## config.mk

```make
export PLATFORM = sky130hd
export DESIGN_NAME = noc_host_tx_flat
export DESIGN_NICKNAME = d
export VERILOG_FILES = /design/src/rtl/noc_host_tx_if.sv /design/src/rtl/noc_host_tx.sv /design/src/flat_wrapper.sv
export SDC_FILE = /design/constraint.sdc
export NUM_CORES = 2
export LEC_CHECK = 0
export CELL_PAD_IN_SITES_DETAIL_PLACEMENT = 1
export CELL_PAD_IN_SITES_GLOBAL_PLACEMENT = 1
export CORE_UTILIZATION = 29
export CTS_BUF_LIST = sky130_fd_sc_hd__clkbuf_16
export CTS_CLUSTER_DIAMETER = 120
export DETAILED_ROUTE_END_ITERATION = 10
export PLACE_DENSITY_LB_ADDON = 0.3
export SKIP_LAST_GASP = 1
export SLEW_MARGIN = 40
export SYNTH_ARGS = -nofsm -noshare
export SYNTH_HDL_FRONTEND = slang
export SYNTH_SLANG_ARGS = --single-unit
```

## constraint.sdc

```tcl
create_clock -name clk -period 8.1 [get_ports clk]
set_clock_uncertainty 0.2 [all_clocks]
set_input_delay 1.62 -clock clk [delete_from_list [all_inputs] [get_ports clk]]
set_output_delay 1.62 -clock clk [all_outputs]
set_load 0.005 [all_outputs]
```

## src/rtl/noc_host_tx_if.sv

```systemverilog
// Producer word handshake (pushin/firstin/din/stopin) and the byte-wide
// tod link toward the device, bundled for the host transmitter.
interface noc_host_tx_if;
  logic        pushin;
  logic        firstin;
  logic [63:0] din;
  logic        stopin;
  logic        tod_ctl;
  logic [7:0]  tod_data;
  logic        err;

  modport master (
    output pushin, firstin, din,
    input  stopin, tod_ctl, tod_data, err
  );

  modport slave (
    input  pushin, firstin, din,
    output stopin, tod_ctl, tod_data, err
  );
endinterface

```

## src/rtl/noc_host_tx.sv

```systemverilog
// Host-side NoC transmitter: buffers whole messages of 64-bit words and
// serializes each as a header/address/data byte packet on the tod link.
module noc_host_tx #(
  parameter int unsigned WORDS = 25,
  parameter int unsigned DEPTH = 32,
  parameter logic [7:0]  ADDR  = 8'h00
) (
  input logic          clk,
  input logic          reset,
  noc_host_tx_if.slave bus
);
  localparam int unsigned DATA_W    = 64;
  localparam int unsigned AW        = $clog2(DEPTH);
  localparam logic [7:0]  HDR_BYTE  = {3'b011, 5'(WORDS - 1)};
  localparam logic [AW:0] FULL      = (AW + 1)'(DEPTH);
  localparam logic [AW:0] HIGH      = (AW + 1)'(DEPTH - 2);
  localparam logic [AW:0] MSG       = (AW + 1)'(WORDS);
  localparam logic [4:0]  LAST_WORD = 5'(WORDS - 1);

  typedef enum logic [1:0] {IDLE, HDR, ADR, DAT} state_t;

  logic [DATA_W:0]   mem [DEPTH];
  logic [AW-1:0]     wr_ptr;
  logic [AW-1:0]     rd_ptr;
  logic [AW:0]       count;
  logic [AW:0]       count_nxt;
  state_t            state;
  state_t            state_nxt;
  logic [2:0]        bytecnt;
  logic [2:0]        bytecnt_nxt;
  logic [4:0]        wordcnt;
  logic [4:0]        wordcnt_nxt;
  logic              push;
  logic              pop;
  logic              drop;
  logic              orphan;
  logic              misplaced;
  logic [DATA_W:0]   head;
  logic [DATA_W-1:0] head_nxt;
  logic              ctl_nxt;
  logic [7:0]        data_nxt;

  function automatic logic [7:0] pick_byte(input logic [DATA_W-1:0] w,
                                           input logic [2:0]        idx);
    return w[{idx, 3'b000} +: 8];
  endfunction

  always_comb begin
    state_nxt   = state;
    bytecnt_nxt = bytecnt;
    wordcnt_nxt = wordcnt;
    pop         = 1'b0;
    orphan      = 1'b0;
    misplaced   = 1'b0;
    head        = mem[rd_ptr];

    case (state)
      IDLE: begin
        // A head word without the first flag can never start a packet.
        if (count != '0 && !head[DATA_W]) begin
          pop    = 1'b1;
          orphan = 1'b1;
        end else if (head[DATA_W] && count >= MSG) begin
          state_nxt = HDR;
        end
      end
      HDR: state_nxt = ADR;
      ADR: begin
        state_nxt   = DAT;
        bytecnt_nxt = 3'd0;
        wordcnt_nxt = 5'd0;
      end
      DAT: begin
        bytecnt_nxt = bytecnt + 3'd1;
        if (bytecnt == 3'd7) begin
          pop         = 1'b1;
          misplaced   = head[DATA_W] && (wordcnt != 5'd0);
          wordcnt_nxt = wordcnt + 5'd1;
          if (wordcnt == LAST_WORD) state_nxt = IDLE;
        end
      end
      default: state_nxt = IDLE;
    endcase

    // When full, a same-edge pop frees the slot the push lands in.
    push      = bus.pushin && (count != FULL || pop);
    drop      = bus.pushin && !push;
    count_nxt = count + (AW + 1)'(push) - (AW + 1)'(pop);
    head_nxt  = pop ? mem[rd_ptr + 1'b1][DATA_W-1:0] : head[DATA_W-1:0];

    // Flits are registered from the next state so tod tracks the FSM edge.
    ctl_nxt  = 1'b1;
    data_nxt = 8'h00;
    case (state_nxt)
      HDR: data_nxt = HDR_BYTE;
      ADR: begin
        ctl_nxt  = 1'b0;
        data_nxt = ADDR;
      end
      DAT: begin
        ctl_nxt  = 1'b0;
        data_nxt = pick_byte(head_nxt, bytecnt_nxt);
      end
      default: begin
        ctl_nxt  = 1'b1;
        data_nxt = 8'h00;
      end
    endcase
  end

  always_ff @(posedge clk) begin
    if (push) mem[wr_ptr] <= {bus.firstin, bus.din};
  end

  always_ff @(posedge clk) begin
    if (reset) begin
      state        <= IDLE;
      wr_ptr       <= '0;
      rd_ptr       <= '0;
      count        <= '0;
      bytecnt      <= 3'd0;
      wordcnt      <= 5'd0;
      bus.stopin   <= 1'b0;
      bus.tod_ctl  <= 1'b1;
      bus.tod_data <= 8'h00;
      bus.err      <= 1'b0;
    end else begin
      state        <= state_nxt;
      bytecnt      <= bytecnt_nxt;
      wordcnt      <= wordcnt_nxt;
      count        <= count_nxt;
      if (push) wr_ptr <= wr_ptr + 1'b1;
      if (pop)  rd_ptr <= rd_ptr + 1'b1;
      bus.stopin   <= (count_nxt >= HIGH);
      bus.tod_ctl  <= ctl_nxt;
      bus.tod_data <= data_nxt;
      bus.err      <= drop | orphan | misplaced;
    end
  end
endmodule
```

## src/flat_wrapper.sv

```systemverilog
// flat-port wrapper written by rule: the top's interface ports become plain ports
module noc_host_tx_flat 
#(
  parameter int unsigned WORDS = 25,
  parameter int unsigned DEPTH = 32,
  parameter logic [7:0]  ADDR  = 8'h00
)
  (clk, reset, bus_pushin, bus_firstin, bus_din, bus_stopin, bus_tod_ctl, bus_tod_data, bus_err);
  noc_host_tx_if bus_i ();
  input logic clk;
  input logic reset;
  input wire logic [$bits(bus_i.pushin)-1:0] bus_pushin;
  input wire logic [$bits(bus_i.firstin)-1:0] bus_firstin;
  input wire logic [$bits(bus_i.din)-1:0] bus_din;
  output wire logic [$bits(bus_i.stopin)-1:0] bus_stopin;
  output wire logic [$bits(bus_i.tod_ctl)-1:0] bus_tod_ctl;
  output wire logic [$bits(bus_i.tod_data)-1:0] bus_tod_data;
  output wire logic [$bits(bus_i.err)-1:0] bus_err;
  assign bus_i.pushin = bus_pushin;
  assign bus_i.firstin = bus_firstin;
  assign bus_i.din = bus_din;
  assign bus_stopin = bus_i.stopin;
  assign bus_tod_ctl = bus_i.tod_ctl;
  assign bus_tod_data = bus_i.tod_data;
  assign bus_err = bus_i.err;
  noc_host_tx #(.WORDS(WORDS), .DEPTH(DEPTH), .ADDR(ADDR)) u_core (.clk(clk), .reset(reset), .bus(bus_i));
endmodule
```

==> summary.txt <==
Outcome: finished clean
Hold WC Path Type: flop to flop
Critical path's largest stage delay: 0.76 ns
Die Area: 340,300 um^2
Total Neg Setup Slack: 0 ns
Hold path depth: 2
Clk pwr share: 30.8%
Io pins: 79
Top_reg_cell synth: edfxtp_1
Die outline width: 583.4 um
R2R depth: 11
RSZ-0062 raised after global routing: no
Top cell type's share of synthesized area: 63.72%
Slew @ Worst Pin: 0.9828 ns
Seq/Total Area, Yosys: 64.58%
Clock Sinks: 2,122
Fmax: 170.3 MHz
Fin crit period: 5.872 ns
Pin count of the biggest net entering global routing: 115
Placer congestion estimate: 0.7997
Most numerous cell in the Yosys netlist: edfxtp_1
Seq pwr share: 37.8%
DR pass1 iterations: 6
DRC errors left: 0
Syn_area_per_cell: 20.54 um^2
DR vias: 56,230
Slowest cell on crit path: dfxtp_2
Peak VDD IR: 0.2001 mV
Post-CTS Setup Inserts: 0
CP bufs+invs: 4
H-tree Lvls: 4
Startpoint class of the critical path: flop
CP Capture Type: flop
Port buffer count: 78
Fill cell count: 33,190
Clk Latency, worst-skew pair: 0.94 ns
# setup viols final: 0
Vias per Instance: 5.830
Total core area: 336,600 um^2
Leading area contributor after synthesis: edfxtp_1
WL per Instance: 37.30 um
DR iter-0 viols: 7,317
CP delay by family, top: simple AND/OR/NAND/NOR gates
Initial antenna violation count: 45
Design Area, Final: 112,400 um^2
# nets final: 5,033
CP Data Arrival Time: 6.17 ns
Critical path depth: 11
DPL Wire Length: 212,100 um
Comb pwr share: 31.4%
Power density over the cells: 293.3 nW/um^2
Congestion Overflow GR: 0
Initial Utilization: 29.12%
Largest cells by area after synthesis: edfxtp_1 64%, mux4_2 26%, mux2i_1 1.2%
Global Route Usage Sum: 20.86%
CTS max path bufs: 4
Worst slew margin relative to its limit: 34.48%
Max Slew Vio Count: 0
Final ANT Viol Nets: 0
MaxCap Viol Count: 0
Cell Area, Placed: 105,200 um^2
Hold_buf cts: 0
Root buffer cell: clkbuf_16
Netlist cell types: 74
Final wirelength: 359,700 um
Layout cells sized above 1: 35.66%
Reg clk slew, reported paths: 0.06 ns
Final period utilization: 72.50%
Syn-to-layout area delta: 14.69%
Req. time, crit path: 8.40 ns
Post-Syn Nets: 4,867
Asr flop ratio synth: 0%
Cell Area, Synth: 98,020 um^2
Synthesis-stage register bit count: 2,122
Number of flops mapped to enable cells by yosys: 2,080
Cell Chain, Critical Path: inv_2 > nor2_1 > nand3_1 > and3_1 > o22ai_2 > buf_4 > o21ai_0 > inv_1 > nand2_1 > nor2_4 > buf_12
Crit path kind: flop to flop
Psw: 0.01017 W
Syn. warnings: 0
TritonCTS clock tree: done
Pint: 0.02280 W
Post-Syn Instances: 4,773
First-pass GRT wire length: 495,500 um
CTS resizes: 0
Crit Path Max Fanout: 52
Endpoints failing hold: 0
Number of buffers created by CTS: 234
Leakage power: 33.36 nW
Switching Share: 30.85%
Number of global-route vias before repair: 57,970
Die height: 583.4 um
FP Rows: 213
Top cells by count, synth: 2,080 x edfxtp_1, 1,142 x mux4_2, 265 x nand2_1
[area by class of cell]
type	instances	area [um^2]	share of cell area, %
Tap cell	4515	5649	5.025
Inverter	23	97.59	0.08681
Sequential cell	2122	63320	56.33
Antenna cell	8	20.02	0.01781
Timing Repair Buffer	291	3039	2.703
Multi-Input combinational cell	2267	33210	29.54
Clock inverter	183	1206	1.073
Clock buffer	235	5881	5.231
[power groups by stage]
| stage | clock network, W | registers, W | logic [W] |
|---|---|---|---|
| 5_1_grt | 0.0107 | 0.0125 | 0.0109 |
| 4_1_cts | 0.0103 | 0.0125 | 0.0105 |
| 6_report | 0.0101 | 0.0125 | 0.0104 |
| 2_1_floorplan | 0 | 0.0125 | 0.00747 |
| 3_5_place_dp | 0 | 0.0127 | 0.0104 |
| 3_3_place_gp | 0 | 0.0127 | 0.0104 |
[routing by layer]
metal	vias to the layer above	share of wire, %	global-route usage, %
met3	579	7.7	3.591
met1	31620	41	28.57
met4	32	3.1	5.932
li1	21180	-	-
met2	2816	48	34.07
met5	-	0.057	0
[sequential cells by signal (all words and copies together), names as in the netlist, named ones only]
register             flops
u_core.bytecnt           3
u_core.count             6
u_core.mem            2080
u_core.bus.tod_ctl       1
u_core.bus.tod_data      8
u_core.rd_ptr            5
u_core.wordcnt           5
u_core.bus.err           1
u_core.wr_ptr            5
u_core.state             2
u_core.bus.stopin        1
[stage by stage]
step / setup WS (ns) / hold WS [ns] / total power, W / instances / utilization (%)
6_report: 2.228 / 0.3541 / 0.03297 / 9644 / 33.40
4_1_cts: 2.291 / 0.3392 / 0.03327 / 9632 / 33.36
2_1_floorplan: 2.439 / 0.2755 / 0.02000 / 4773 / -
3_3_place_gp: 2.351 / 0.3121 / 0.02313 / 9190 / 31.17
5_1_grt: 2.160 / 0.3781 / 0.03409 / 9637 / 33.39
3_5_place_dp: 2.385 / 0.3290 / 0.02314 / 9214 / 31.25
[worst min-delay path, cell delays in order (launching register included)]
cell and delay [ns]:
dfxtp_1 0.36, nand2_1 0.08, a21oi_1 0.06
[final timing paths]
| check | startpoint | endpoint | slack, ns |
|---|---|---|---|
| max | flop | u_core.mem[20][18] | 2.23 |
| min | u_core.wr_ptr[1] | u_core.wr_ptr[1] | 0.35 |
| max reg2reg | flop | u_core.mem[20][18] | 2.23 |
| min reg2reg | u_core.wr_ptr[1] | u_core.wr_ptr[1] | 0.35 |
[kinds of logic (layout without fill, tap and decap cells)]
group	Yosys count	count (layout)	synth area share, %
DFF	2122	2122	64.58
other	0	8	0
muxes	1263	1263	27.48
adders and majority gates	26	26	0.3396
buffers and inverters	384	732	2.041
and+or+nand+nor	613	613	2.858
xor gates and xnor gates	15	15	0.1417
AOI/OAI and AO/OA	350	350	2.553
[cells in the final DEF (no fill, tap or decap), drive strengths merged, types with 7 or more instances in the layout]
| cell | instances |
|---|---|
| o2111ai | 15 |
| o22ai | 21 |
| clkinv | 111 |
| nand4 | 37 |
| a2111oi | 7 |
| ha | 25 |
| and3 | 12 |
| a22oi | 65 |
| buf | 277 |
| a21oi | 44 |
| dfxtp | 42 |
| inv | 77 |
| mux4 | 1142 |
| a22o | 9 |
| nor4 | 9 |
| diode | 8 |
| o21ai | 32 |
| o31ai | 7 |
| a211oi | 22 |
| nor2b | 18 |
| a32oi | 15 |
| nand3 | 99 |
| edfxtp | 2080 |
| bufinv | 13 |
| a221oi | 13 |
| nor3 | 28 |
| clkbuf | 235 |
| and2 | 13 |
| mux2i | 114 |
| a31oi | 34 |
| nor2 | 96 |
| clkdlybuf4s50 | 14 |
| mux2 | 7 |
| nand2b | 13 |
| xnor2 | 10 |
| nand2 | 265 |
| o211ai | 19 |
Power figures use the tool's default switching activity.
